### config.mk
export PLATFORM = sky130hd
export DESIGN_NAME = branch_sequencer
export DESIGN_NICKNAME = d
export VERILOG_FILES = /design/src/rtl/branch_sequencer.sv
export SDC_FILE = /design/constraint.sdc
export NUM_CORES = 1
export LEC_CHECK = 0
export ABC_AREA = 1
export CORE_MARGIN = 8
export CORE_UTILIZATION = 35
export DETAILED_ROUTE_END_ITERATION = 6
export GPL_TIMING_DRIVEN = 0
export PLACE_DENSITY = 0.79
export SETUP_SLACK_MARGIN = 0.4
export SYNTH_ARGS = -nofsm -noshare
export SYNTH_HDL_FRONTEND = slang
export SYNTH_SLANG_ARGS = --single-unit
### constraint.sdc
create_clock -name Clock -period 1.4 [get_ports Clock]
set_input_delay 0.28 -clock Clock [delete_from_list [all_inputs] [get_ports Clock]]
set_output_delay 0.28 -clock Clock [all_outputs]
set_load 0.03 [all_outputs]
### src/rtl/branch_sequencer.sv
// Micro-sequencer for the RISC datapath: fetch with memory-ready timeout, then
// branch / jump-register / jump-and-link / nop / halt execution as Moore strobes.
module branch_sequencer #(
    parameter int                    DATA_W   = 32,
    parameter int                    OPCODE_W = 5,
    parameter logic [OPCODE_W-1:0]   BR_OP    = 5'b10010,
    parameter logic [OPCODE_W-1:0]   JR_OP    = 5'b10100,
    parameter logic [OPCODE_W-1:0]   JAL_OP   = 5'b10011,
    parameter logic [OPCODE_W-1:0]   NOP_OP   = 5'b11010,
    parameter logic [OPCODE_W-1:0]   HALT_OP  = 5'b11011,
    parameter int                    TIMEOUT  = 16,
    parameter int                    COUNT_W  = 16
) (
    input  logic               Clock,
    input  logic               Reset,
    input  logic               Run,
    input  logic [DATA_W-1:0]  IR,
    input  logic               CON_FF,
    input  logic               Mem_ready,
    output logic               PCout,
    output logic               MARin,
    output logic               IncPC,
    output logic               PCin,
    output logic               Read,
    output logic               MDRin,
    output logic               MDRout,
    output logic               IRin,
    output logic               Gra,
    output logic               Grb,
    output logic               Rout,
    output logic               Rin,
    output logic               CONin,
    output logic               Yin,
    output logic               Cout,
    output logic               Zin,
    output logic               Zlowout,
    output logic               Busy,
    output logic               Halted,
    output logic               Mem_timeout,
    output logic               Illegal,
    output logic [COUNT_W-1:0] Instr_count
);

    localparam int WAIT_W = (TIMEOUT < 2) ? 1 : $clog2(TIMEOUT);

    typedef enum logic [3:0] {
        S_IDLE, S_FETCH0, S_FETCH1, S_FETCH2, S_DECODE,
        S_BR3, S_BR4, S_BR5, S_BR6, S_JR3, S_JAL3, S_JAL4,
        S_HALT, S_ERROR
    } state_t;

    state_t              state_q, state_d;
    logic [WAIT_W-1:0]   wait_q, wait_d;
    logic                take_q, take_d;
    logic                illegal_q, illegal_d;
    logic [COUNT_W-1:0]  count_q, count_d;
    logic                retire;

    logic [OPCODE_W-1:0] opcode;
    logic                unused_ir_bits;

    assign opcode         = IR[DATA_W-1 -: OPCODE_W];
    assign unused_ir_bits = ^IR[DATA_W-OPCODE_W-1:0];

    always_ff @(posedge Clock) begin
        if (!Reset) begin
            state_q   <= S_IDLE;
            wait_q    <= '0;
            take_q    <= 1'b0;
            illegal_q <= 1'b0;
            count_q   <= '0;
        end else begin
            state_q   <= state_d;
            wait_q    <= wait_d;
            take_q    <= take_d;
            illegal_q <= illegal_d;
            count_q   <= count_d;
        end
    end

    always_comb begin
        state_d   = state_q;
        wait_d    = wait_q;
        take_d    = take_q;
        illegal_d = illegal_q;
        count_d   = count_q;
        retire    = 1'b0;
        case (state_q)
            S_IDLE:   if (Run) state_d = S_FETCH0;
            S_FETCH0: begin
                state_d = S_FETCH1;
                wait_d  = '0;
            end
            S_FETCH1: begin
                // The compare value is the count of waits already spent, so the
                // TIMEOUT-th consecutive not-ready cycle is the one that errors out.
                if (Mem_ready)                        state_d = S_FETCH2;
                else if (wait_q == WAIT_W'(TIMEOUT-1)) state_d = S_ERROR;
                else                                  wait_d  = wait_q + WAIT_W'(1);
            end
            S_FETCH2: state_d = S_DECODE;
            S_DECODE: begin
                if (opcode == BR_OP)        state_d = S_BR3;
                else if (opcode == JR_OP)   state_d = S_JR3;
                else if (opcode == JAL_OP)  state_d = S_JAL3;
                else if (opcode == HALT_OP) begin
                    state_d = S_HALT;
                    count_d = count_q + COUNT_W'(1);
                end else if (opcode == NOP_OP) begin
                    retire = 1'b1;
                end else begin
                    illegal_d = 1'b1;
                    retire    = 1'b1;
                end
            end
            S_BR3:    state_d = S_BR4;
            S_BR4:    state_d = S_BR5;
            S_BR5: begin
                state_d = S_BR6;
                take_d  = CON_FF;
            end
            S_BR6:    retire  = 1'b1;
            S_JR3:    retire  = 1'b1;
            S_JAL3:   state_d = S_JAL4;
            S_JAL4:   retire  = 1'b1;
            S_HALT:   state_d = S_HALT;
            S_ERROR:  state_d = S_ERROR;
            default:  state_d = S_IDLE;
        endcase
        if (retire) begin
            count_d = count_q + COUNT_W'(1);
            state_d = Run ? S_FETCH0 : S_IDLE;
        end
    end

    always_comb begin
        PCout   = 1'b0;
        MARin   = 1'b0;
        IncPC   = 1'b0;
        PCin    = 1'b0;
        Read    = 1'b0;
        MDRin   = 1'b0;
        MDRout  = 1'b0;
        IRin    = 1'b0;
        Gra     = 1'b0;
        Grb     = 1'b0;
        Rout    = 1'b0;
        Rin     = 1'b0;
        CONin   = 1'b0;
        Yin     = 1'b0;
        Cout    = 1'b0;
        Zin     = 1'b0;
        Zlowout = 1'b0;
        case (state_q)
            S_FETCH0: begin
                PCout = 1'b1;
                MARin = 1'b1;
                IncPC = 1'b1;
                PCin  = 1'b1;
            end
            S_FETCH1: begin
                Read  = 1'b1;
                MDRin = 1'b1;
            end
            S_FETCH2: begin
                MDRout = 1'b1;
                IRin   = 1'b1;
            end
            S_BR3: begin
                Gra   = 1'b1;
                Rout  = 1'b1;
                CONin = 1'b1;
            end
            S_BR4: begin
                PCout = 1'b1;
                Yin   = 1'b1;
            end
            S_BR5: begin
                Cout = 1'b1;
                Zin  = 1'b1;
            end
            S_BR6: begin
                Zlowout = take_q;
                PCin    = take_q;
            end
            S_JR3, S_JAL4: begin
                Gra  = 1'b1;
                Rout = 1'b1;
                PCin = 1'b1;
            end
            S_JAL3: begin
                PCout = 1'b1;
                Grb   = 1'b1;
                Rin   = 1'b1;
            end
            default: ;
        endcase
    end

    assign Busy        = (state_q != S_IDLE) && (state_q != S_HALT) && (state_q != S_ERROR);
    assign Halted      = (state_q == S_HALT);
    assign Mem_timeout = (state_q == S_ERROR);
    assign Illegal     = illegal_q;
    assign Instr_count = count_q;

endmodule

==> results_dict.tcl, run 1 <==
set metrics [dict create \
    die_w_um 85.7 \
    fin_crit_ns 1.63 \
    initial_utilization 0.363 \
    multi_input_area_mm2 0.00135 \
    root_buffer "clkbuf_8" \
    fmax_mhz 615 \
    io_buffers 46 \
    synth_seq_cells 26 \
    synth_cell_types 25 \
    first_global_vias 1941 \
    vias 2155 \
    htreeDepth 1 \
    hp-class "flop to flop" \
    ctsHoldBuffers 0 \
    setup_violations 40 \
    drc 0 \
    synth_area_leaders "dfxtp_1, nand2_1, nor2_1" \
    syn_nets 311 \
    max-cap-violations 0 \
    drive_above_1_share 0.525 \
    critPathLaunchType "flop" \
    power_leakage_nw 1.35 \
    critPathMaxFanout 4 \
    io-pin-count 74 \
    reg2regPathDepth 9 \
    nNetsFinal 400 \
    antenna_left 0 \
    cts.sinks 26 \
    max_stage_delay_ns 0.41 \
    drtIter0Drc 224 \
    yosysSeqAreaShare 0.306 \
    diodes 0 \
    antenna_found_initial 0 \
    place_congestion 0.900 \
    yosysWarnings 0 \
    cts_buffers 3 \
    worst_path_max_delay_cell "dfxtp_4" \
    hold_viol_final 0 \
    max-vdd-ir-drop_mv 0.575 \
    num_rows 25 \
    cts.clk_slew.worst_paths_ns 0.09 \
    synth_top_cell_area_share 0.306 \
    grt_overflow_total 0 \
    drt-total-wl_mm 6.37 \
    power.density_mw_per_mm2 1250 \
    skew_ns 0.00470 \
    nFillCells 327 \
    rsz0062_at_grt "yes" \
    grt_usage 0.145 \
    dr.pass1.iters 4 \
    violations "negative setup slack" \
    syn_inst 272 \
    ff_latch_area_um2 594 \
    wire_per_inst_um 15.4 \
    place_hpwl_mm 3.58 \
    die_y_um 85.7 \
    synth_top_cell_by_area "dfxtp_1" \
    r2r_slack_ns -0.18 \
    setup_slack_ns -0.227 \
    worst_pin_slew_ns 0.349 \
    cp.arrival_ns 1.35 \
    grt_pass1_wl_mm 8.95 \
    slew_headroom 0.767 \
    period_share 1.16 \
    syn_avg_cell_area_um2 6.26 \
    cts_buffer_depth 2 \
    design_power_total_w 0.00396 \
    min_path_cells 2 \
    criticalPathCategory "flop to output pin" \
    grt_max_degree 15 \
    finalSetupTns_ns -4.88 \
    path_cells "nor2_2, nand2_2, o21ai_1, inv_2, buf_4" \
    routed_via_density 5.21 \
    syn2layout_area_growth_pct 86.3 \
    clk_latency_ns 0.26 \
    cts_tree "done" \
    critPathRequiredTime_ns 1.12 \
    core_area_mm2 0.00469 \
    drv_slew 0 \
    status "finished, violations left" \
    critPathCaptureType "output pin" \
    syn_area_mm2 0.00170 \
    fp.dieArea_mm2 0.00735 \
]
cells by family (layout without fill, tap and decap cells):
group                      Yosys count  count (layout)  share of synthesized area
adders and majority gates            2               2                     0.0147
and+or+nand+nor                    165             165                      0.428
DFF                                 26              26                      0.306
AOI/OAI and AO/OA                   32              32                      0.104
xor gates and xnor gates             6               6                     0.0309
buffers and inverters               41             129                      0.117
final timing paths:
| kind | startpoint | to |
|---|---|---|
| worst min-delay path | wait_q[1]$_SDFFE_PN0P_ | wait_q[1]$_SDFFE_PN0P_ |
| worst max register to register | state_q[0]$_SDFFE_PN0P_ | Instr_count[9]$_SDFFE_PN0P_ |
| worst min register to register | wait_q[1]$_SDFFE_PN0P_ | wait_q[1]$_SDFFE_PN0P_ |
| worst max-delay path | state_q[0]$_SDFFE_PN0P_ | Busy |
through the flow:
stage | instance area (um^2) | utilization | cells | hold slack, ns | worst slack, ns
final | 3170 | 0.676 | 414 | 0.490 | -0.227
after floorplan | 1850 | - | 272 | 0.415 | 0.0561
after CTS | 2850 | 0.607 | 395 | 0.492 | -0.165
after detailed placement | 2380 | 0.507 | 372 | 0.474 | -0.513
after global routing | 3170 | 0.676 | 414 | 0.512 | -0.277
after global placement | 2380 | 0.507 | 372 | 0.450 | -0.511
cells in the final DEF (no fill, tap or decap), types with 4 or more instances in the layout:
cell type,count
inv_6,4
clkbuf_8,4
nand2_1,60
a21oi_1,14
nand2_8,5
nand4_1,4
inv_1,15
dfxtp_4,19
nor2_1,34
buf_6,56
nor2_2,7
nand3_1,14
xnor2_1,5
clkdlybuf4s50_1,4
inv_4,5
nor2_4,13
nand2_4,9
dfxtp_1,5
inv_2,6
nand3_2,9
buf_4,27
a21oi_2,8
power breakdown:
group          total, W  switching, W  internal, W
Clock          0.000479      0.000228     0.000251
Combinational   0.00250       0.00139      0.00111
Sequential     0.000982      0.000188     0.000794
Total           0.00396       0.00181      0.00215
sequential cells by signal, indices dropped and copies added (netlist names):
register,count
Instr_count,16
Illegal,1
wait_q,4
take_q,1
state_q,4
layout make-up:
| cell class | instances | share of cell area |
|---|---|---|
| plain buffers | 11 | 0.0339 |
| clock buffers | 4 | 0.0174 |
| inverters | 30 | 0.0458 |
| multi-input cells | 205 | 0.427 |
| flip-flops and latches | 26 | 0.187 |
| well taps | 54 | 0.0213 |
| repair buffers | 84 | 0.267 |
synthesized netlist by cell type:
cell,count
o21ai_0,7
nand3b_1,2
ha_1,2
nor2_4,1
xnor2_1,5
o221ai_1,1
o21ai_4,1
nand2_2,2
nand2_1,71
nand3_1,26
buf_4,6
dfxtp_1,26
o22ai_1,1
a21oi_1,22
nor2_1,51
buf_6,3
nand2_4,3
nor2_2,2
nand4_1,4
inv_1,26
nor2_8,1
nor3_1,2
clkbuf_1,2
inv_2,4
xor2_1,1
worst max-delay path, delay by kind of cell, from the launching register on:
family                 cells  cell delay [ns]
buffers and inverters      2             0.21
and+or+nand+nor            2             0.36
DFF                        1             0.41
AOI/OAI and AO/OA          1             0.11
metal layers:
| layer | vias to the layer above | wire length (um) | global-route usage |
|---|---|---|---|
| li1 | 1039 | - | - |
| met1 | 1013 | 2370 | 0.166 |
| met2 | 87 | 3350 | 0.268 |
| met3 | 16 | 438 | 0.0239 |
| met4 | 0 | 205 | 0.0414 |
| met5 | - | 0 | 0 |
repair_timing:
action                     4_1_cts  5_1_grt
cloned                           1        2
pin swaps                       11       28
buffers inserted                18       17
hold endpoints to repair         0        0
setup endpoints to repair       63       63
gates resized for setup        334       48
No activity file was read; power rests on OpenSTA's default activity.
==> inputs of run 2 (changes only) <==
--- a/config.mk
+++ b/config.mk
@@ -6,11 +6,13 @@
 export NUM_CORES = 1
 export LEC_CHECK = 0
 export ABC_AREA = 1
+export CELL_PAD_IN_SITES_DETAIL_PLACEMENT = 0
+export CELL_PAD_IN_SITES_GLOBAL_PLACEMENT = 1
 export CORE_MARGIN = 8
-export CORE_UTILIZATION = 35
+export CORE_UTILIZATION = 25
 export DETAILED_ROUTE_END_ITERATION = 6
 export GPL_TIMING_DRIVEN = 0
-export PLACE_DENSITY = 0.79
+export PLACE_DENSITY = 0.84
 export SETUP_SLACK_MARGIN = 0.4
 export SYNTH_ARGS = -nofsm -noshare
 export SYNTH_HDL_FRONTEND = slang
==> run 2 against run 1 <==
  * The run still ends with negative setup slack left
  * Core utilization fell by 20 points
  * Cell count rose by 4.3%
  * Register-to-register slack better by 0.07 ns
  * Critical endpoint is now PCout
  * Clock power decreased by 6.3%
  * Fmax increased by 1.5%
  * Worst setup slack better by 0.025 ns
  * Global-route usage down 3.3 points
  * First-iteration DRC count down 76%
==> results_dict.tcl, run 2 (synthesis results as in run 1) <==
set metrics [dict create \
    place_hpwl_mm 3.81 \
    status "finished, violations left" \
    path_cells "inv_6, nand2_8, nor2_4, inv_2, nand3b_1, buf_6" \
    critPathMaxFanout 5 \
    criticalPathCategory "flop to output pin" \
    utilization 0.474 \
    fmax_mhz 624 \
    grt_overflow_total 0 \
    nNetsFinal 392 \
    grt_usage 0.112 \
    clk_latency_ns 0.28 \
    drive_above_1_share 0.554 \
    io-pin-count 74 \
    die_y_um 98.5 \
    htreeDepth 1 \
    drc 0 \
    cts.sinks 26 \
    critPathRequiredTime_ns 1.12 \
    die_w_um 98.5 \
    max_stage_delay_ns 0.41 \
    violations "negative setup slack" \
    antenna_found_initial 0 \
    slew_headroom 0.748 \
    setup_slack_ns -0.202 \
    critPathCaptureType "output pin" \
    r2r_slack_ns -0.11 \
    core_area_mm2 0.00668 \
    design_power_total_w 0.00385 \
    crit_path_end "PCout" \
    worst_pin_slew_ns 0.377 \
    antenna_left 0 \
    grt_max_degree 15 \
    layout_commonest_cell "nand2_1" \
    wire_per_inst_um 13.2 \
    drv_slew 0 \
    rsz0062_at_grt "yes" \
    cp-startpoint "state_q[2]$_SDFFE_PN0P_" \
    cp.arrival_ns 1.32 \
    power_leakage_nw 1.30 \
    reg2regPathDepth 10 \
    vias 2014 \
    cts.clk_slew.worst_paths_ns 0.10 \
    critPathLaunchType "flop" \
    fp.dieArea_mm2 0.00970 \
    first_global_vias 2001 \
    max-vdd-ir-drop_mv 0.853 \
    worst_path_max_delay_cell "dfxtp_4" \
    max-cap-violations 0 \
    r2r_end "Instr_count[4]$_SDFFE_PN0P_" \
    r2r-start "state_q[0]$_SDFFE_PN0P_" \
    root_buffer "clkbuf_8" \
    num_rows 30 \
    skew_ns 0.00908 \
    hp-class "flop to flop" \
    drt-total-wl_mm 5.71 \
    routed_via_density 4.66 \
    grt_pass1_wl_mm 9.19 \
    period_share 1.14 \
    dr.pass1.iters 4 \
    place_congestion 0.853 \
    initial_utilization 0.255 \
    hold_viol_final 0 \
    fin_crit_ns 1.60 \
    cts_buffers 3 \
    cts_tree "done" \
    power.density_mw_per_mm2 1210 \
    setup_violations 40 \
    ctsHoldBuffers 0 \
    cts_buffer_depth 2 \
    diodes 0 \
    largest_reg_flops 16 \
    syn2layout_area_growth_pct 86.3 \
    io_buffers 46 \
    layout_common_cells "nand2_1, buf_6, nor2_1" \
    drtIter0Drc 53 \
]
## run 2: final cells by class
class                      count  area, um^2
multi-input combinational    205        1400
clock buffer                   3        41.3
buffer                        11         114
timing repair buffer          76         768
inverter                      30         143
sequential                    26         597
fill                         638        3510
clock inverter                 1        3.75
tap                           80         100
## run 2: where the power goes
group,total (W),internal [W],switching [W]
sequential,0.000959,0.000795,0.000164
clock,0.000449,0.000197,0.000252
combinational,0.00244,0.00109,0.00135
## run 2: critical path: cells and delay by family (launching register included)
kind	cells	cell delay, ns
simple gates	3	0.33
flops	1	0.41
buf+inv	3	0.29
## run 2: through the flow
stage	std cells	setup slack (ns)	TNS, ns	hold WS [ns]	area, um^2
floorplan	272	0.0561	0	0.415	1850
global placement	398	-0.517	-14.62	0.462	2410
detailed placement	398	-0.516	-15.13	0.485	2410
CTS	422	-0.186	-3.40	0.498	2860
global route	432	-0.295	-6.80	0.498	3170
finish	432	-0.202	-3.92	0.473	3170
## run 2: worst min-delay path by stage
stage / from / cells after the start / slack [ns] / end
5_1_grt: wait_q[0]$_SDFFE_PN0P_ / 1 / 0.50 / wait_q[0]$_SDFFE_PN0P_
6_report: wait_q[0]$_SDFFE_PN0P_ / 1 / 0.47 / wait_q[0]$_SDFFE_PN0P_
3_5_place_dp: Instr_count[1]$_SDFFE_PN0P_ / 2 / 0.48 / Instr_count[1]$_SDFFE_PN0P_
3_3_place_gp: wait_q[0]$_SDFFE_PN0P_ / 1 / 0.46 / wait_q[0]$_SDFFE_PN0P_
2_1_floorplan: Run / 2 / 0.42 / state_q[0]$_SDFFE_PN0P_
4_1_cts: Illegal$_SDFFE_PN0P_ / 2 / 0.50 / Illegal$_SDFFE_PN0P_
## run 2: metal layers
layer / global-route usage / up-vias / share of wire
met5: 0 / - / 0
met3: 0.0324 / 6 / 0.046
met2: 0.202 / 47 / 0.52
met4: 0.0189 / 0 / 0.0056
li1: - / 1025 / -
met1: 0.129 / 936 / 0.43
## run 2: timing repair
| action | in CTS | in global routing |
|---|---|---|
| endpoints found under the setup margin | 63 | 63 |
| resized for setup | 333 | 55 |
| buffers inserted | 17 | 10 |
| gates cloned | 3 | 0 |
| pin swaps | 14 | 22 |
==> inputs of run 3 (changes only) <==
--- a/config.mk
+++ b/config.mk
@@ -6,10 +6,12 @@
 export NUM_CORES = 1
 export LEC_CHECK = 0
 export ABC_AREA = 1
+export CAP_MARGIN = 30
 export CELL_PAD_IN_SITES_DETAIL_PLACEMENT = 0
 export CELL_PAD_IN_SITES_GLOBAL_PLACEMENT = 1
 export CORE_MARGIN = 8
 export CORE_UTILIZATION = 25
+export CTS_CLUSTER_SIZE = 16
 export DETAILED_ROUTE_END_ITERATION = 6
 export GPL_TIMING_DRIVEN = 0
 export PLACE_DENSITY = 0.84
==> results of run 3 <==
Final layout, timing and power as in run 2 (identical DEF).
